### src/rtl/uart_cmd_ctrl.sv
// UART command-frame controller: SYNC/CMD/ADDR/DATA[/CSUM] frames to single register
// accesses with a one-byte response. Define UART_CMD_CSUM_EN to add the XOR checksum byte.
module uart_cmd_ctrl #(
  parameter logic [7:0] SyncByte      = 8'hA5,
  parameter int         TimeoutCycles = 2000
) (
  input  logic       i_clk,
  input  logic       i_rst,
  input  logic       i_rx_valid,
  input  logic [7:0] i_rx_byte,
  output logic       o_tx_valid,
  output logic [7:0] o_tx_byte,
  input  logic       i_tx_ready,
  output logic       o_reg_wr,
  output logic       o_reg_rd,
  output logic [7:0] o_reg_addr,
  output logic [7:0] o_reg_wdata,
  input  logic [7:0] i_reg_rdata,
  input  logic       i_reg_ack,
  output logic       o_busy,
  output logic       o_err
);

  localparam int              CntW     = $clog2(TimeoutCycles + 1);
  localparam logic [CntW-1:0] CntMax   = CntW'(TimeoutCycles);
  localparam logic [7:0]      CmdWrite = 8'h01;
  localparam logic [7:0]      CmdRead  = 8'h02;
  localparam logic [7:0]      RespAck  = 8'h4B;
  localparam logic [7:0]      RespErr  = 8'h45;

  typedef enum logic [2:0] {
    S_IDLE,
    S_CMD,
    S_ADDR,
    S_DATA,
`ifdef UART_CMD_CSUM_EN
    S_CSUM,
`endif
    S_EXEC,
    S_WAIT_RD,
    S_RESP
  } state_e;

  state_e          state_q, state_d;
  logic [CntW-1:0] cnt_q, cnt_d;
  logic [7:0]      cmd_q, cmd_d;
  logic [7:0]      addr_q, addr_d;
  logic [7:0]      data_q, data_d;
  logic [7:0]      resp_q, resp_d;
  logic            in_frame;
  logic            frame_ok;
`ifdef UART_CMD_CSUM_EN
  logic [7:0]      csum_q, csum_d;
`endif

  always_ff @(posedge i_clk) begin
    if (i_rst) begin
      state_q <= S_IDLE;
      cnt_q   <= '0;
      cmd_q   <= '0;
      addr_q  <= '0;
      data_q  <= '0;
      resp_q  <= '0;
`ifdef UART_CMD_CSUM_EN
      csum_q  <= '0;
`endif
    end else begin
      state_q <= state_d;
      cnt_q   <= cnt_d;
      cmd_q   <= cmd_d;
      addr_q  <= addr_d;
      data_q  <= data_d;
      resp_q  <= resp_d;
`ifdef UART_CMD_CSUM_EN
      csum_q  <= csum_d;
`endif
    end
  end

  always_comb begin
    in_frame = (state_q == S_CMD) || (state_q == S_ADDR) || (state_q == S_DATA)
`ifdef UART_CMD_CSUM_EN
               || (state_q == S_CSUM)
`endif
               ;
`ifdef UART_CMD_CSUM_EN
    frame_ok = (csum_q == (cmd_q ^ addr_q ^ data_q));
`else
    frame_ok = 1'b1;
`endif
  end

  always_comb begin
    state_d  = state_q;
    cnt_d    = '0;
    cmd_d    = cmd_q;
    addr_d   = addr_q;
    data_d   = data_q;
    resp_d   = resp_q;
`ifdef UART_CMD_CSUM_EN
    csum_d   = csum_q;
`endif
    o_reg_wr = 1'b0;
    o_reg_rd = 1'b0;
    o_err    = 1'b0;

    case (state_q)
      S_IDLE: begin
        if (i_rx_valid && (i_rx_byte == SyncByte)) state_d = S_CMD;
      end
      S_CMD: begin
        if (i_rx_valid) begin
          cmd_d   = i_rx_byte;
          state_d = S_ADDR;
        end
      end
      S_ADDR: begin
        if (i_rx_valid) begin
          addr_d  = i_rx_byte;
          state_d = S_DATA;
        end
      end
      S_DATA: begin
        if (i_rx_valid) begin
          data_d  = i_rx_byte;
`ifdef UART_CMD_CSUM_EN
          state_d = S_CSUM;
`else
          state_d = S_EXEC;
`endif
        end
      end
`ifdef UART_CMD_CSUM_EN
      S_CSUM: begin
        if (i_rx_valid) begin
          csum_d  = i_rx_byte;
          state_d = S_EXEC;
        end
      end
`endif
      S_EXEC: begin
        if (frame_ok && (cmd_q == CmdWrite)) begin
          o_reg_wr = 1'b1;
          resp_d   = RespAck;
          state_d  = S_RESP;
        end else if (frame_ok && (cmd_q == CmdRead)) begin
          o_reg_rd = 1'b1;
          state_d  = S_WAIT_RD;
        end else begin
          o_err    = 1'b1;
          resp_d   = RespErr;
          state_d  = S_RESP;
        end
      end
      S_WAIT_RD: begin
        // A same-cycle ack beats the timeout.
        if (i_reg_ack) begin
          resp_d  = i_reg_rdata;
          state_d = S_RESP;
        end else if (cnt_q == CntMax) begin
          o_err   = 1'b1;
          resp_d  = RespErr;
          state_d = S_RESP;
        end else begin
          cnt_d   = cnt_q + CntW'(1);
        end
      end
      S_RESP: begin
        if (i_tx_ready) state_d = S_IDLE;
      end
      default: state_d = S_IDLE;
    endcase

    // Interbyte timeout: an accepted byte always changes state, so the count restarts.
    if (in_frame && !i_rx_valid) begin
      if (cnt_q == CntMax) state_d = S_IDLE;
      else                 cnt_d   = cnt_q + CntW'(1);
    end
  end

  assign o_tx_valid  = (state_q == S_RESP);
  assign o_tx_byte   = resp_q;
  assign o_reg_addr  = addr_q;
  assign o_reg_wdata = data_q;
  assign o_busy      = (state_q != S_IDLE);

endmodule

### config.mk
export PLATFORM = sky130hd
export DESIGN_NAME = uart_cmd_ctrl
export DESIGN_NICKNAME = d
export VERILOG_FILES = /design/src/rtl/uart_cmd_ctrl.sv
export SDC_FILE = /design/constraint.sdc
export NUM_CORES = 1
export LEC_CHECK = 0
export BUFFER_PORTS_ARGS = -buffer_cell sky130_fd_sc_hd__buf_2
export CORE_MARGIN = 1.5
export CORE_UTILIZATION = 45
export CTS_BUF_LIST = sky130_fd_sc_hd__clkbuf_8
export CTS_CLUSTER_DIAMETER = 200
export DETAILED_ROUTE_END_ITERATION = 8
export PLACE_DENSITY = 0.77
export SYNTH_ARGS = -nofsm -noshare
export SYNTH_HDL_FRONTEND = slang
export SYNTH_SLANG_ARGS = --single-unit
### constraint.sdc
create_clock -name i_clk -period 4.95 [get_ports i_clk]
set_input_delay 0.2475 -clock i_clk [delete_from_list [all_inputs] [get_ports i_clk]]
set_output_delay 0.2475 -clock i_clk [all_outputs]
set_load 0.05 [all_outputs]
# Word level (Yosys, flattened, before mapping)
# Index checks and enable logic that the tools add are counted.
# op_classes
addsub	1
n_eq_ne	12
mux	32
n_reduce_logical	12
# op_table
op	count
11-bit two-way mux	5
8-bit two-way mux	4
3-bit two-way mux	9
3-bit case mux with 7 select lines	1
8-bit case mux with 2 select lines	1
11-bit by 1-bit adder with 11-bit output, second input constant	1
11-bit == test, second input constant	1
3-bit == test, second input constant	3
1-bit two-way mux	9
8-bit by 1-bit == test with 1-bit output, second input constant	1
8-bit by 2-bit == test with 1-bit output, second input constant	1
8-bit == test, second input constant	1
3-bit by 2-bit == test with 1-bit output, second input constant	2
3-bit != test, second input constant	2
2-bit AND reduction	3
2-bit two-way mux	2
3-bit by 1-bit == test with 1-bit output, second input constant	1
3-bit logical NOT	1
3-bit AND reduction	1
3-bit nonzero test	1
1-bit logical AND	2
1-bit logical OR	2
1-bit case mux with 2 select lines	1
2-bit nonzero test	1
1-bit logical NOT	1
# totals
reg_bits	46
input_bits	21

# Longest topological paths before layout
# Gate-level depths: netlist (run 1).
# logic_depth
ltp_word	6
ltp_mapped	7
ltp_nobuf	6

# Worst setup path after synthesis (run 1)
# Ideal clock, no wire load.
# synth_timing
path_type	reg-to-reg
start	register cmd_q[7]
end	register resp_q[2], in the netlist o_tx_byte[2]
setup_time_ns	0.121
arrival_time_ns	1.688
setup_slack_ns	3.140
stages_incl_launch_ff	6
path_buffers	1
period_less_slack_ns	1.810
path_cell_list	dfxtp_1 -> nor4_1 -> and4_4 -> or3_1 -> buf_6 -> mux2_4
# synth_between
elab_chain_len	3
# synth_lines
element	line_no	source
start, declared	46	logic [7:0] cmd_q, cmd_d;
start signal, assigned	70	cmd_q <= cmd_d;
8-bit by 1-bit == test with 1-bit output or 8-bit by 2-bit == test with 1-bit output (tied branches)	142, 146	
3-bit != test (no line) or 8-bit two-way mux (tied branches)	n/a	
3-bit AND reduction (no line) or 8-bit case mux with 2 select lines (tied branches)	n/a	
end signal, assigned	73	resp_q <= resp_d;
end, declared	49	logic [7:0] resp_q, resp_d;
# Parallel ways exist; a longest one is shown, timed or not.
# A chain may end at the register's enable or synchronous reset.

# Worst setup path after layout (run 1)
# layout_timing
start	register cmd_q[7]
end	output o_err
# layout_between
elab_chain_len	4
# layout_lines
element	line_no	source
8-bit by 2-bit == test with 1-bit output	146	end else if (frame_ok && (cmd_q == CmdRead)) begin
1-bit two-way mux	146	
1-bit two-way mux *	142	if (frame_ok && (cmd_q == CmdWrite)) begin
1-bit case mux with 2 select lines *	107	case (state_q)
end, declared	21	output logic o_err
# Every way passes the cells marked *; elsewhere a longest branch is shown, timed or not.

==> impl_metrics.env, run 1 <==
export IMPL_synth_edf_count=0
export IMPL_timing_hold_ws_ps=225
export IMPL_synthFlopType="dfxtp_1"
export IMPL_internal_power_w=0.000490
export IMPL_syn_area_per_cell_sq_um=8.85
export IMPL_diodes=0
export IMPL_final_common_cell="buf_2"
export IMPL_cts_resized=0
export IMPL_power_density_nw_per_um2=263
export IMPL_pwr_share_seq_pct=58.8
export IMPL_worstSetupPathType="reg2out"
export IMPL_worst_pin_slew_ps=781
export IMPL_multi_input_area_sq_um=1020
export IMPL_synth_seq_cells=46
export IMPL_yosysWarnings=0
export IMPL_synth_area_top_cells="dfxtp_1, mux2i_1, nor2_1"
export IMPL_cts_path_max_buffers=2
export IMPL_nets=299
export IMPL_syn_num_nets=252
export IMPL_viasPerCell=5.19
export IMPL_muxShareOfSynthArea_pct=9.63
export IMPL_power_leakage_nw=0.965
export IMPL_hold_buffers=0
export IMPL_clock_sinks=46
export IMPL_wl_mm=4.25
export IMPL_crit_arrival_ps=1810
export IMPL_drt_first_iter_violations=108
export IMPL_dr_pass1_iters=4
export IMPL_cts_buffers=5
export IMPL_slowest_delay_ps=580
export IMPL_syn_area_sq_um=2030
export IMPL_crit_required_ps=4700
export IMPL_crit_chain="nor4_1, o211ai_1, a22o_1, buf_2"
export IMPL_maxSlewHeadroom_pct=47.6
export IMPL_vias=1706
export IMPL_async_flop_share_pct=0
export IMPL_synthAdderAreaFrac_pct=1.23
export IMPL_max_freq_ghz=0.487
export IMPL_post_place_ws_ps=3010
export IMPL_gr_usage_all_layers_pct=17.9
export IMPL_synth_top_area_cell="dfxtp_1"
export IMPL_timing_final_crit_share_pct=41.5
export IMPL_worstSetupStartpointType="flip-flop"
export IMPL_synth_top_family_by_area="simple AND/OR/NAND/NOR gates"
export IMPL_die_y_um=70.1
export IMPL_max_cap_viol_count=0
export IMPL_io_pins=50
export IMPL_hpwl_mm=3.05
export IMPL_drive_gt1_share_pct=24.9
export IMPL_fin_ws_ps=2900
export IMPL_grt_pass1_wl_mm=7.07
export IMPL_antenna_found_initial=0
export IMPL_syn_inst=229
export IMPL_drv_slew=0
export IMPL_row_count=24
export IMPL_critPathSlowestCell="nor4_1"
export IMPL_synth_simple_area_share_pct=24.9
export IMPL_synthXorXnorAreaFrac_pct=3.89
export IMPL_synth_distinct_cells=45
export IMPL_wl_per_cell_um=12.9
export IMPL_synthToLayoutAreaGrowth_pct=17.9
export IMPL_hold_path_class="in2reg"
export IMPL_ys_seq_area_share_pct=45.4
export IMPL_clkLatencyLatePin_ps=290
export IMPL_fin_tns_setup_ps=0
export IMPL_comb_power_share_pct=3.5
export IMPL_fin_crit_ps=2050
export IMPL_clockRootBuffer="clkbuf_8"
export IMPL_grt_start_max_net_pins=32
export IMPL_hold_violations=0
export IMPL_end_kind="primary output"
export IMPL_die_x_um=70.1
export IMPL_h_tree_depth=2
export IMPL_seqCellArea_sq_um=921
export IMPL_r2r_slack_ps=2940
export IMPL_rsz0062_at_grt="false"
export IMPL_cts_setup_buffers=0
export IMPL_final_cell_mix="buf_2, dfxtp_1, nor2_1"
export IMPL_p_switching_w=0.000139
export IMPL_grt_pass1_vias=1587
export IMPL_fp_coreArea_sq_um=4350
export IMPL_p_sw_share_pct=22.1
export IMPL_grt_overflow=0
export IMPL_clk_pin_slew_ps=90
export IMPL_start_util_pct=46.6
export IMPL_drc=0
export IMPL_fill_cells=402
export IMPL_ant_nets=0
export IMPL_synth_top_area_share_pct=45.4
export IMPL_outcome="complete, no violations"
export IMPL_tritoncts="yes"
export IMPL_dieArea_sq_um=4920
export IMPL_clkPwrFrac_pct=37.7
export IMPL_peakVddDrop_mv=0.174
export IMPL_finalSetupViolCount=0
export IMPL_final_setup_skew_ps=4.86
export IMPL_io_buffers=49
export IMPL_synth_compound_area_share_pct=10.8
export IMPL_crit_path_max_fanout=4
export IMPL_place_gp_congestion=0.813
[cell usage after synthesis, drive strengths merged, types with 4 or more instances]
| library cell | number |
|---|---|
| a21oi | 14 |
| clkbuf | 7 |
| xor2 | 5 |
| dfxtp | 46 |
| nor3b | 5 |
| inv | 8 |
| or3 | 4 |
| o21ai | 8 |
| nand2 | 24 |
| nor2b | 4 |
| xnor2 | 4 |
| nor2 | 37 |
| mux2i | 18 |
| nor3 | 5 |
[area by class of cell]
type	count	share of cell area (%)
Clock buffer	6	3.46
Clock inverter	2	0.524
Inverter	9	1.41
Multi-Input combinational cell	164	42.8
Sequential cell	46	38.5
Tap cell	52	2.72
Timing Repair Buffer	50	10.6
[worst max-delay path, delay by kind of cell, from the launching register on]
family | cells | cell delay, ps
flip-flops | 1 | 310
buffers and inverters | 1 | 210
AO/OA/AOI/OAI | 2 | 410
AND/OR/NAND/NOR | 1 | 580
[sequential cells by signal (all words and copies together) (netlist names)]
register and count:
cnt_q 11, cmd_q 8, o_reg_addr 8, o_reg_wdata 8
o_tx_byte 8, state_q 3
[layer usage]
layer  wire (um)  global-route usage (%)
met5           0                       0
met4          70                    7.48
met3         155                    4.18
met2        2060                    29.0
met1        1970                    22.7
[metrics by stage]
stage	std cells	instance area, sq um	power (W)	utilization, %
final	329	2390	0.000629	54.9
after detailed placement	321	2290	0.000400	52.7
after floorplan	229	2030	0.000387	-
after global routing	329	2390	0.000653	54.9
after global placement	321	2290	0.000401	52.7
after CTS	329	2390	0.000636	54.9
[power by group through the flow]
stage	clock (W)	sequential, W	combinational (W)
6_report	0.000237	0.000370	0.0000219
5_1_grt	0.000259	0.000370	0.0000241
4_1_cts	0.000244	0.000370	0.0000219
3_5_place_dp	0	0.000379	0.0000218
3_3_place_gp	0	0.000379	0.0000221
2_1_floorplan	0	0.000379	0.00000811
[path summary, 6_finish.rpt]
path                                  endpoint  depth (start not counted)         start
worst max-delay path                     o_err                          4      cmd_q[7]
worst min-delay path            o_reg_wdata[7]                          3  i_rx_byte[7]
worst max register to register    o_tx_byte[2]                          4      cmd_q[7]
worst min register to register    o_tx_byte[0]                          2  o_tx_byte[0]
[logic make-up after synthesis]
kind of cell	Yosys count
compound gates	35
flops	46
fa+ha+maj	2
mux	19
buf+inv	19
simple gates	99
xor+xnor	9
Note: power is estimated with default switching activity, not from simulation.
==> run 2, diff against run 1 <==
PLACE_DENSITY = 0.8   (was 0.77)
clock period = 1.7 ns   (was 4.95 ns; I/O delays follow)
==> impl_metrics.env, run 2 (synthesis results as in run 1) <==
export IMPL_clock_sinks=46
export IMPL_power_density_nw_per_um2=731
export IMPL_die_y_um=70.1
export IMPL_grt_start_max_net_pins=27
export IMPL_total_power_w=0.00197
export IMPL_crit_chain="inv_2, ha_4, nand2b_4, o31a_1, or3_4, mux2_4"
export IMPL_ant_nets=0
export IMPL_viasPerCell=5.05
export IMPL_dieArea_sq_um=4920
export IMPL_grt_overflow=0
export IMPL_r2r_end="o_tx_byte[2]"
export IMPL_max_freq_ghz=0.602
export IMPL_row_count=24
export IMPL_r2r_slack_ps=40
export IMPL_synthToLayoutAreaGrowth_pct=32.7
export IMPL_io_pins=50
export IMPL_largest_register="cnt_q"
export IMPL_hold_violations=0
export IMPL_h_tree_depth=2
export IMPL_crit_path_end="o_tx_byte[2]"
export IMPL_grt_pass1_wl_mm=7.94
export IMPL_hold_path_class="in2reg"
export IMPL_critPathSlowestCell="or3_4"
export IMPL_critPathLaunch="cnt_q[1]"
export IMPL_finalSetupViolCount=0
export IMPL_die_x_um=70.1
export IMPL_worstSetupPathType="reg2reg"
export IMPL_rsz0062_at_grt="true"
export IMPL_antenna_found_initial=0
export IMPL_largest_register_ffs=11
export IMPL_final_cell_mix="buf_2, dfxtp_1, nor2_1"
export IMPL_crit_required_ps=1900
export IMPL_crit_arrival_ps=1860
export IMPL_worst_pin_slew_ps=371
export IMPL_hpwl_mm=3.45
export IMPL_fin_ws_ps=39.0
export IMPL_final_common_cell="buf_2"
export IMPL_clkLatencyLatePin_ps=300
export IMPL_nets=327
export IMPL_crit_path_max_fanout=6
export IMPL_tritoncts="yes"
export IMPL_io_buffers=49
export IMPL_fin_crit_ps=1660
export IMPL_maxSlewHeadroom_pct=75.2
export IMPL_grt_pass1_vias=1728
export IMPL_outcome="complete, no violations"
export IMPL_gr_usage_all_layers_pct=20.4
export IMPL_vias=1804
export IMPL_clk_pin_slew_ps=90
export IMPL_drt_first_iter_violations=226
export IMPL_wl_mm=4.65
export IMPL_drv_slew=0
export IMPL_diodes=0
export IMPL_drc=0
export IMPL_regToRegStartpoint="cnt_q[1]"
export IMPL_timing_final_crit_share_pct=97.7
export IMPL_r2r_cells=6
export IMPL_end_kind="flip-flop"
export IMPL_wl_per_cell_um=13.0
export IMPL_clockRootBuffer="clkbuf_8"
export IMPL_place_gp_congestion=0.898
export IMPL_power_leakage_nw=1.14
export IMPL_drive_gt1_share_pct=36.1
export IMPL_start_util_pct=46.6
export IMPL_dr_pass1_iters=4
export IMPL_worstSetupStartpointType="flip-flop"
export IMPL_post_place_ws_ps=-13.4
export IMPL_slowest_delay_ps=410
export IMPL_cts_path_max_buffers=2
export IMPL_final_setup_skew_ps=4.31
export IMPL_fp_coreArea_sq_um=4350
export IMPL_max_cap_viol_count=0
export IMPL_peakVddDrop_mv=0.533
export IMPL_cts_buffers=5
run 2: layer usage:
metal / wire length, um / GRT usage, % / vias to the layer above
met5: 0 / 0 / -
met4: 89 / 7.69 / 0
met3: 213 / 6.06 / 9
met2: 2220 / 32.5 / 37
met1: 2120 / 26.2 / 824
li1: - / - / 934
run 2: layout make-up:
class | instances | area (sq um)
tap | 52 | 65.1
clock buffer | 5 | 68.8
timing repair buffer | 78 | 474
fill | 389 | 1670
clock inverter | 3 | 43.8
multi-input combinational | 164 | 1080
sequential | 46 | 927
inverter | 9 | 33.8
run 2: what timing repair did:
action | CTS | global route
setup endpoints to repair | 4 | 7
gates resized for setup | 3 | 18
setup buffers | 0 | 1
pin swaps | 0 | 7
hold buffers | 0 | 0
run 2: power breakdown:
| part | switching [W] | internal [W] |
|---|---|---|
| Clock | 0.000381 | 0.000440 |
| Sequential | 0.000000229 | 0.00108 |
| Combinational | 0.0000413 | 0.0000257 |
run 2: worst min-delay path by stage:
stage,endpoint,from,slack [ps],cells past startpoint
after floorplan,o_reg_wdata[0],i_rx_byte[0],220,2
after global placement,o_reg_wdata[5],i_rx_byte[5],370,3
after detailed placement,o_tx_byte[6],i_reg_rdata[6],370,3
after CTS,o_tx_byte[6],i_reg_rdata[6],40,3
after global routing,o_reg_wdata[7],i_rx_byte[7],50,3
final,o_tx_byte[6],i_reg_rdata[6],60,3
run 2: through the flow:
| stage | std cells | hold slack (ps) | utilization [%] | setup TNS (ps) | area (sq um) |
|---|---|---|---|---|---|
| 4_1_cts | 356 | 44.4 | 60.6 | 0 | 2640 |
| 5_1_grt | 357 | 51.2 | 61.8 | -74.1 | 2690 |
| 3_3_place_gp | 348 | 368 | 57.7 | 0 | 2510 |
| 2_1_floorplan | 229 | 221 | - | -5.76 | 2040 |
| 3_5_place_dp | 348 | 373 | 57.7 | -13.4 | 2510 |
| 6_report | 357 | 55.1 | 61.8 | 0 | 2690 |
run 2: critical path: cells and delay by family, from the launching register on:
kind,cells,cell delay (ps)
adders and majority gates,1,140
AOI/OAI and AO/OA,1,250
and+or+nand+nor,2,460
DFF,1,330
muxes,1,310
buffers and inverters,1,70
